<file path="src/rtl/umi_loc_pkg.sv">
// Shared encodings for the two-requester local register bus arbiter.
package umi_loc_pkg;

  typedef enum logic [1:0] {
    IDLE = 2'd0,
    OWN0 = 2'd1,
    OWN1 = 2'd2
  } state_t;

  localparam logic REQ0 = 1'b0;
  localparam logic REQ1 = 1'b1;

  // Adder test-target register map
  localparam logic [7:0] ADDR_A = 8'h00;
  localparam logic [7:0] ADDR_B = 8'h08;
  localparam logic [7:0] ADDR_C = 8'h10;

endpackage

</file>
<file path="src/rtl/umi_loc_rr2.sv">
// Two-way round-robin pick with an override for the current lock owner.
module umi_loc_rr2 (
  input  logic [1:0] valid,
  input  logic       rr_ptr,
  input  logic       force_en,
  input  logic       force_idx,
  output logic       sel
);

  always_comb begin
    if (force_en)           sel = force_idx;
    else if (valid[rr_ptr]) sel = rr_ptr;
    else                    sel = ~rr_ptr;
  end

endmodule

</file>
<file path="src/rtl/umi_loc_arbiter.sv">
// Shares one loc_* register bus between two requesters: round-robin,
// optional bounded lock, and 1-cycle read response routing.
module umi_loc_arbiter
  import umi_loc_pkg::*;
#(
  parameter int AW       = 64,
  parameter int DW       = 32,
  parameter int LOCK_MAX = 16
) (
  input  logic          clk,
  input  logic          nreset,
  input  logic          r0_valid,
  input  logic          r0_write,
  input  logic          r0_lock,
  input  logic [AW-1:0] r0_addr,
  input  logic [DW-1:0] r0_wrdata,
  output logic          r0_ready,
  output logic          r0_rvalid,
  output logic [DW-1:0] r0_rdata,
  input  logic          r1_valid,
  input  logic          r1_write,
  input  logic          r1_lock,
  input  logic [AW-1:0] r1_addr,
  input  logic [DW-1:0] r1_wrdata,
  output logic          r1_ready,
  output logic          r1_rvalid,
  output logic [DW-1:0] r1_rdata,
  output logic [AW-1:0] loc_addr,
  output logic          loc_write,
  output logic          loc_read,
  output logic [DW-1:0] loc_wrdata,
  input  logic [DW-1:0] loc_rddata,
  input  logic          loc_ready
);

  localparam int CW = $clog2(LOCK_MAX + 1);
  localparam logic [CW:0] LOCK_LIM = (CW + 1)'(LOCK_MAX);

  state_t        state;
  logic          rr_ptr;
  logic [CW-1:0] lock_cnt;
  logic          rsp_pend;
  logic          rsp_owner;

  logic          sel, sel_valid, sel_write, sel_lock, acc, lock_more;
  logic [AW-1:0] sel_addr;
  logic [DW-1:0] sel_wrdata;
  logic [CW:0]   cnt_inc;

  umi_loc_rr2 u_rr (
    .valid     ({r1_valid, r0_valid}),
    .rr_ptr    (rr_ptr),
    .force_en  (state != IDLE),
    .force_idx (state == OWN1),
    .sel       (sel)
  );

  always_comb begin
    sel_valid  = (sel == REQ1) ? r1_valid  : r0_valid;
    sel_write  = (sel == REQ1) ? r1_write  : r0_write;
    sel_lock   = (sel == REQ1) ? r1_lock   : r0_lock;
    sel_addr   = (sel == REQ1) ? r1_addr   : r0_addr;
    sel_wrdata = (sel == REQ1) ? r1_wrdata : r0_wrdata;
  end

  assign acc        = nreset & loc_ready & sel_valid;
  assign r0_ready   = nreset & loc_ready & (sel == REQ0);
  assign r1_ready   = nreset & loc_ready & (sel == REQ1);
  assign loc_write  = acc & sel_write;
  assign loc_read   = acc & ~sel_write;
  assign loc_addr   = acc ? sel_addr   : '0;
  assign loc_wrdata = acc ? sel_wrdata : '0;

  assign r0_rvalid  = nreset & rsp_pend & (rsp_owner == REQ0);
  assign r1_rvalid  = nreset & rsp_pend & (rsp_owner == REQ1);
  assign r0_rdata   = r0_rvalid ? loc_rddata : '0;
  assign r1_rdata   = r1_rvalid ? loc_rddata : '0;

  // lock_cnt is 0 in IDLE, so one rule covers both lock entry and extension
  assign cnt_inc   = {1'b0, lock_cnt} + (CW + 1)'(1);
  assign lock_more = sel_lock & (cnt_inc < LOCK_LIM);

  always_ff @(posedge clk) begin
    if (!nreset) begin
      state     <= IDLE;
      rr_ptr    <= 1'b0;
      lock_cnt  <= '0;
      rsp_pend  <= 1'b0;
      rsp_owner <= 1'b0;
    end else begin
      rsp_pend <= loc_read;
      if (loc_read) rsp_owner <= sel;
      if (acc) begin
        rr_ptr <= ~sel;
        if (lock_more) begin
          state    <= sel ? OWN1 : OWN0;
          lock_cnt <= cnt_inc[CW-1:0];
        end else begin
          state    <= IDLE;
          lock_cnt <= '0;
        end
      end else if (loc_ready && state != IDLE && !sel_valid && !sel_lock) begin
        state    <= IDLE;
        lock_cnt <= '0;
      end
    end
  end

endmodule
</file>
<file path="config.mk">
export PLATFORM = sky130hd
export DESIGN_NAME = umi_loc_arbiter
export DESIGN_NICKNAME = d
export VERILOG_FILES = /design/src/rtl/umi_loc_pkg.sv /design/src/rtl/umi_loc_rr2.sv /design/src/rtl/umi_loc_arbiter.sv
export SDC_FILE = /design/constraint.sdc
export NUM_CORES = 1
export LEC_CHECK = 0
export BUFFER_PORTS_ARGS = -buffer_cell sky130_fd_sc_hd__buf_4
export CAP_MARGIN = 20
export CORE_AREA = 8 8 150 152
export DETAILED_ROUTE_END_ITERATION = 8
export DIE_AREA = 0 0 158 160
export PLACE_DENSITY_LB_ADDON = 0.05
export SYNTH_ARGS = -nofsm -noshare
export SYNTH_HDL_FRONTEND = slang
export SYNTH_SLANG_ARGS = --single-unit
</file>
<file path="constraint.sdc">
create_clock -name clk -period 1.9 [get_ports clk]
set_input_delay 0.19 -clock clk [delete_from_list [all_inputs] [get_ports clk]]
set_output_delay 0.19 -clock clk [all_outputs]
set_load 0.005 [all_outputs]
</file>
==> run summary <==
Unrepaired setup endpoints after global routing - yes
Cell Rows - 52
Wire per inst - 21.67 µm
Final Max Slew Viols - 0
Final setup vio count - 96
Post-Route WL - 20260 µm
Fmax - 0.4912 GHz
Critical path's slowest cell - dfxtp_2
H-tree levels - 1
Final HPWL DP - 17140 µm
Die height - 160 µm
Max Buffers Root-to-Sink - 2
HP Class - in -> reg
Largest net degree at the start of global routing - 34
Run status - finished, violations left
Die Width - 158 µm
Nets - 900
Final Worst Setup Slack - -0.1358 ns
CP cell instances - or2_4, a31oi_4, and4_4, buf_12, buf_12, buf_16, a22o_1, buf_6
Via count - 3795
Avg Synthesized Cell Area - 7.780 µm²
Max-Cap Viols - 0
CP delay by family, top - simple AND/OR/NAND/NOR gates
First-pass GRT wire length - 27500 µm
Die ar. - 25280 µm²
Port bufs - 398
TritonRoute pass-1 iters - 4
Total chip power - 1.451 mW
WP data arrival - 1.85 ns
# IOs - 399
Register bit total from synthesis - 10
Ratio of cells with drive above 1 in the final layout - 67.77%
Final Skew - 0.001020 ns
Post-synthesis sequential area ratio - 10.01%
Slew HR - 75.08%
WP data required - 1.71 ns
Most common cell after layout, fill and taps aside - buf_4
Layout area overhead - 197.9%
Reg2Reg Setup Slack - 0.07 ns
Global Route Usage Sum - 14.58%
Vias in the first global route - 4096
Syn nets - 491
Clock Pin Slew Worst Setup and Hold Paths - 0.04 ns
TritonCTS clock tree - built
DRC - 0
GRT overflow - 0
First DRT Iteration DRCs - 186
Slew @ Worst Pin - 0.3713 ns
Synth Instances - 257
Max incr delay on CP - 0.32 ns
Post-synth EDFFs - 0
Initial antenna violation count - 1
Commonest non-fill, non-tap cells in the layout - 374 x buf_4, 96 x a22o_1, 67 x and2_1
Failing checks - negative setup slack
CTS hold repair buffers - 0
Num CTS Buffers - 3
Synth cell types - 39
CTS root buffer - clkbuf_16
Crit-path max FO - 5
Starting Density - 9.978%
Post-layout min period - 2.036 ns
Core area - 20040 µm²
Kind of critical path - reg -> out
Vias per inst - 4.059
Critical Path Source Type - flip-flop
Routed Antenna Nets - 0
Gp weighted congestion - 0.8802
Pleak - 3.093 nW
Top cell by count, worst path - buf_12
Fill cell count - 2177
Prevailing post-synth register cell - dfxtp_1
Post-Syn Area - 1999 µm²
CTS sink count - 10
Cell Area, Placed - 5398 µm²
Final hold viol count - 0
Worst skew pair latency - 0.23 ns
Period utilization - 107.1%
Crit path buf inv count - 4
Async SR Flop Fraction - 0%
CP endpoint kind - output pin
PwrDens - 243.5 nW/µm²
VDD IR-drop max - 0.0001621 V
Post-route cell area - 5957 µm²
Yosys warning total - 0
power by group:
group,internal (mW),total (mW),switching [mW]
Sequential,0.217,0.224,0.00630
Clock,0.272,0.363,0.0905
Combinational,0.580,0.864,0.284
Total,1.07,1.45,0.381
kinds of logic after synthesis:
| logic type | synth area share, % |
|---|---|
| fa+ha+maj | 0.6257 |
| simple gates | 28.91 |
| compound gates | 50.50 |
| flops | 10.01 |
| buf+inv | 8.886 |
| mux | 1.064 |
final timing paths:
kind / from / endpoint / cells past startpoint
worst max-delay path: rr_ptr / loc_addr[12] / 8
worst min-delay path: nreset / rr_ptr / 2
worst max register to register: rr_ptr / lock_cnt[2] / 6
worst min register to register: lock_cnt[4] / lock_cnt[4] / 1
per-layer routing:
| layer | global-route usage, % | vias up | part of all wire (%) |
|---|---|---|---|
| met5 | 0 | - | 0 |
| met4 | 2.530 | 0 | 0.99 |
| met3 | 4.345 | 10 | 10 |
| met2 | 29.64 | 241 | 55 |
| met1 | 13.99 | 1742 | 33 |
| li1 | - | 1802 | - |
area by class of cell:
type | instances | area, µm² | share of cell area (%)
Multi-Input combinational cell | 215 | 1665 | 27.96
Sequential cell | 10 | 202.7 | 3.403
Antenna cell | 1 | 2.502 | 0.04201
Timing Repair Buffer | 432 | 3659 | 61.42
Inverter | 4 | 15.01 | 0.2520
Clock buffer | 3 | 75.07 | 1.260
Tap cell | 270 | 337.8 | 5.671
registers in the layout (all words and copies together) (netlist names):
register	flops
state	2
rsp_pend	1
rsp_owner	1
lock_cnt	5
rr_ptr	1
cells in the mapped netlist, types with 2 or more instances:
cell type	count	area (µm²)
o21ai_0	3	15.01
buf_6	6	67.56
clkbuf_1	10	37.54
nor3b_1	2	15.01
nand2_1	4	15.01
a21boi_0	2	15.01
nor2b_1	6	37.54
and2_1	67	419.2
dfxtp_1	10	200.2
buf_2	7	35.03
a32o_1	2	20.02
a22o_1	98	858.3
or2_2	2	12.51
buf_1	4	15.01
inv_1	4	15.01
nor2_1	7	26.28
timing repair:
action,in CTS,in global routing
resized for setup,48,10
setup endpoints to repair,97,97
pin swaps,15,35
buffers inserted,13,1
cloned,4,2
stage by stage:
stage	utilization (%)	cells	hold WS [ns]	setup TNS, ns	setup WS (ns)
floorplan	-	257	0.3075	0	0.2359
global placement	26.94	914	0.4786	0	0.09653
detailed placement	26.94	914	0.4818	0	0.07886
CTS	29.36	933	0.2531	-7.462	-0.1298
global route	29.73	935	0.2627	-13.71	-0.1906
finish	29.73	935	0.2555	-8.555	-0.1358
worst reg2reg max path: stages (launching register included):
cell and delay [ns]:
dfxtp_2 0.32, or2_4 0.24, buf_4 0.14, a32o_1 0.24
o31ai_2 0.30, nor2_2 0.13, a221o_1 0.36
Note: power is estimated with default switching activity, not from simulation.
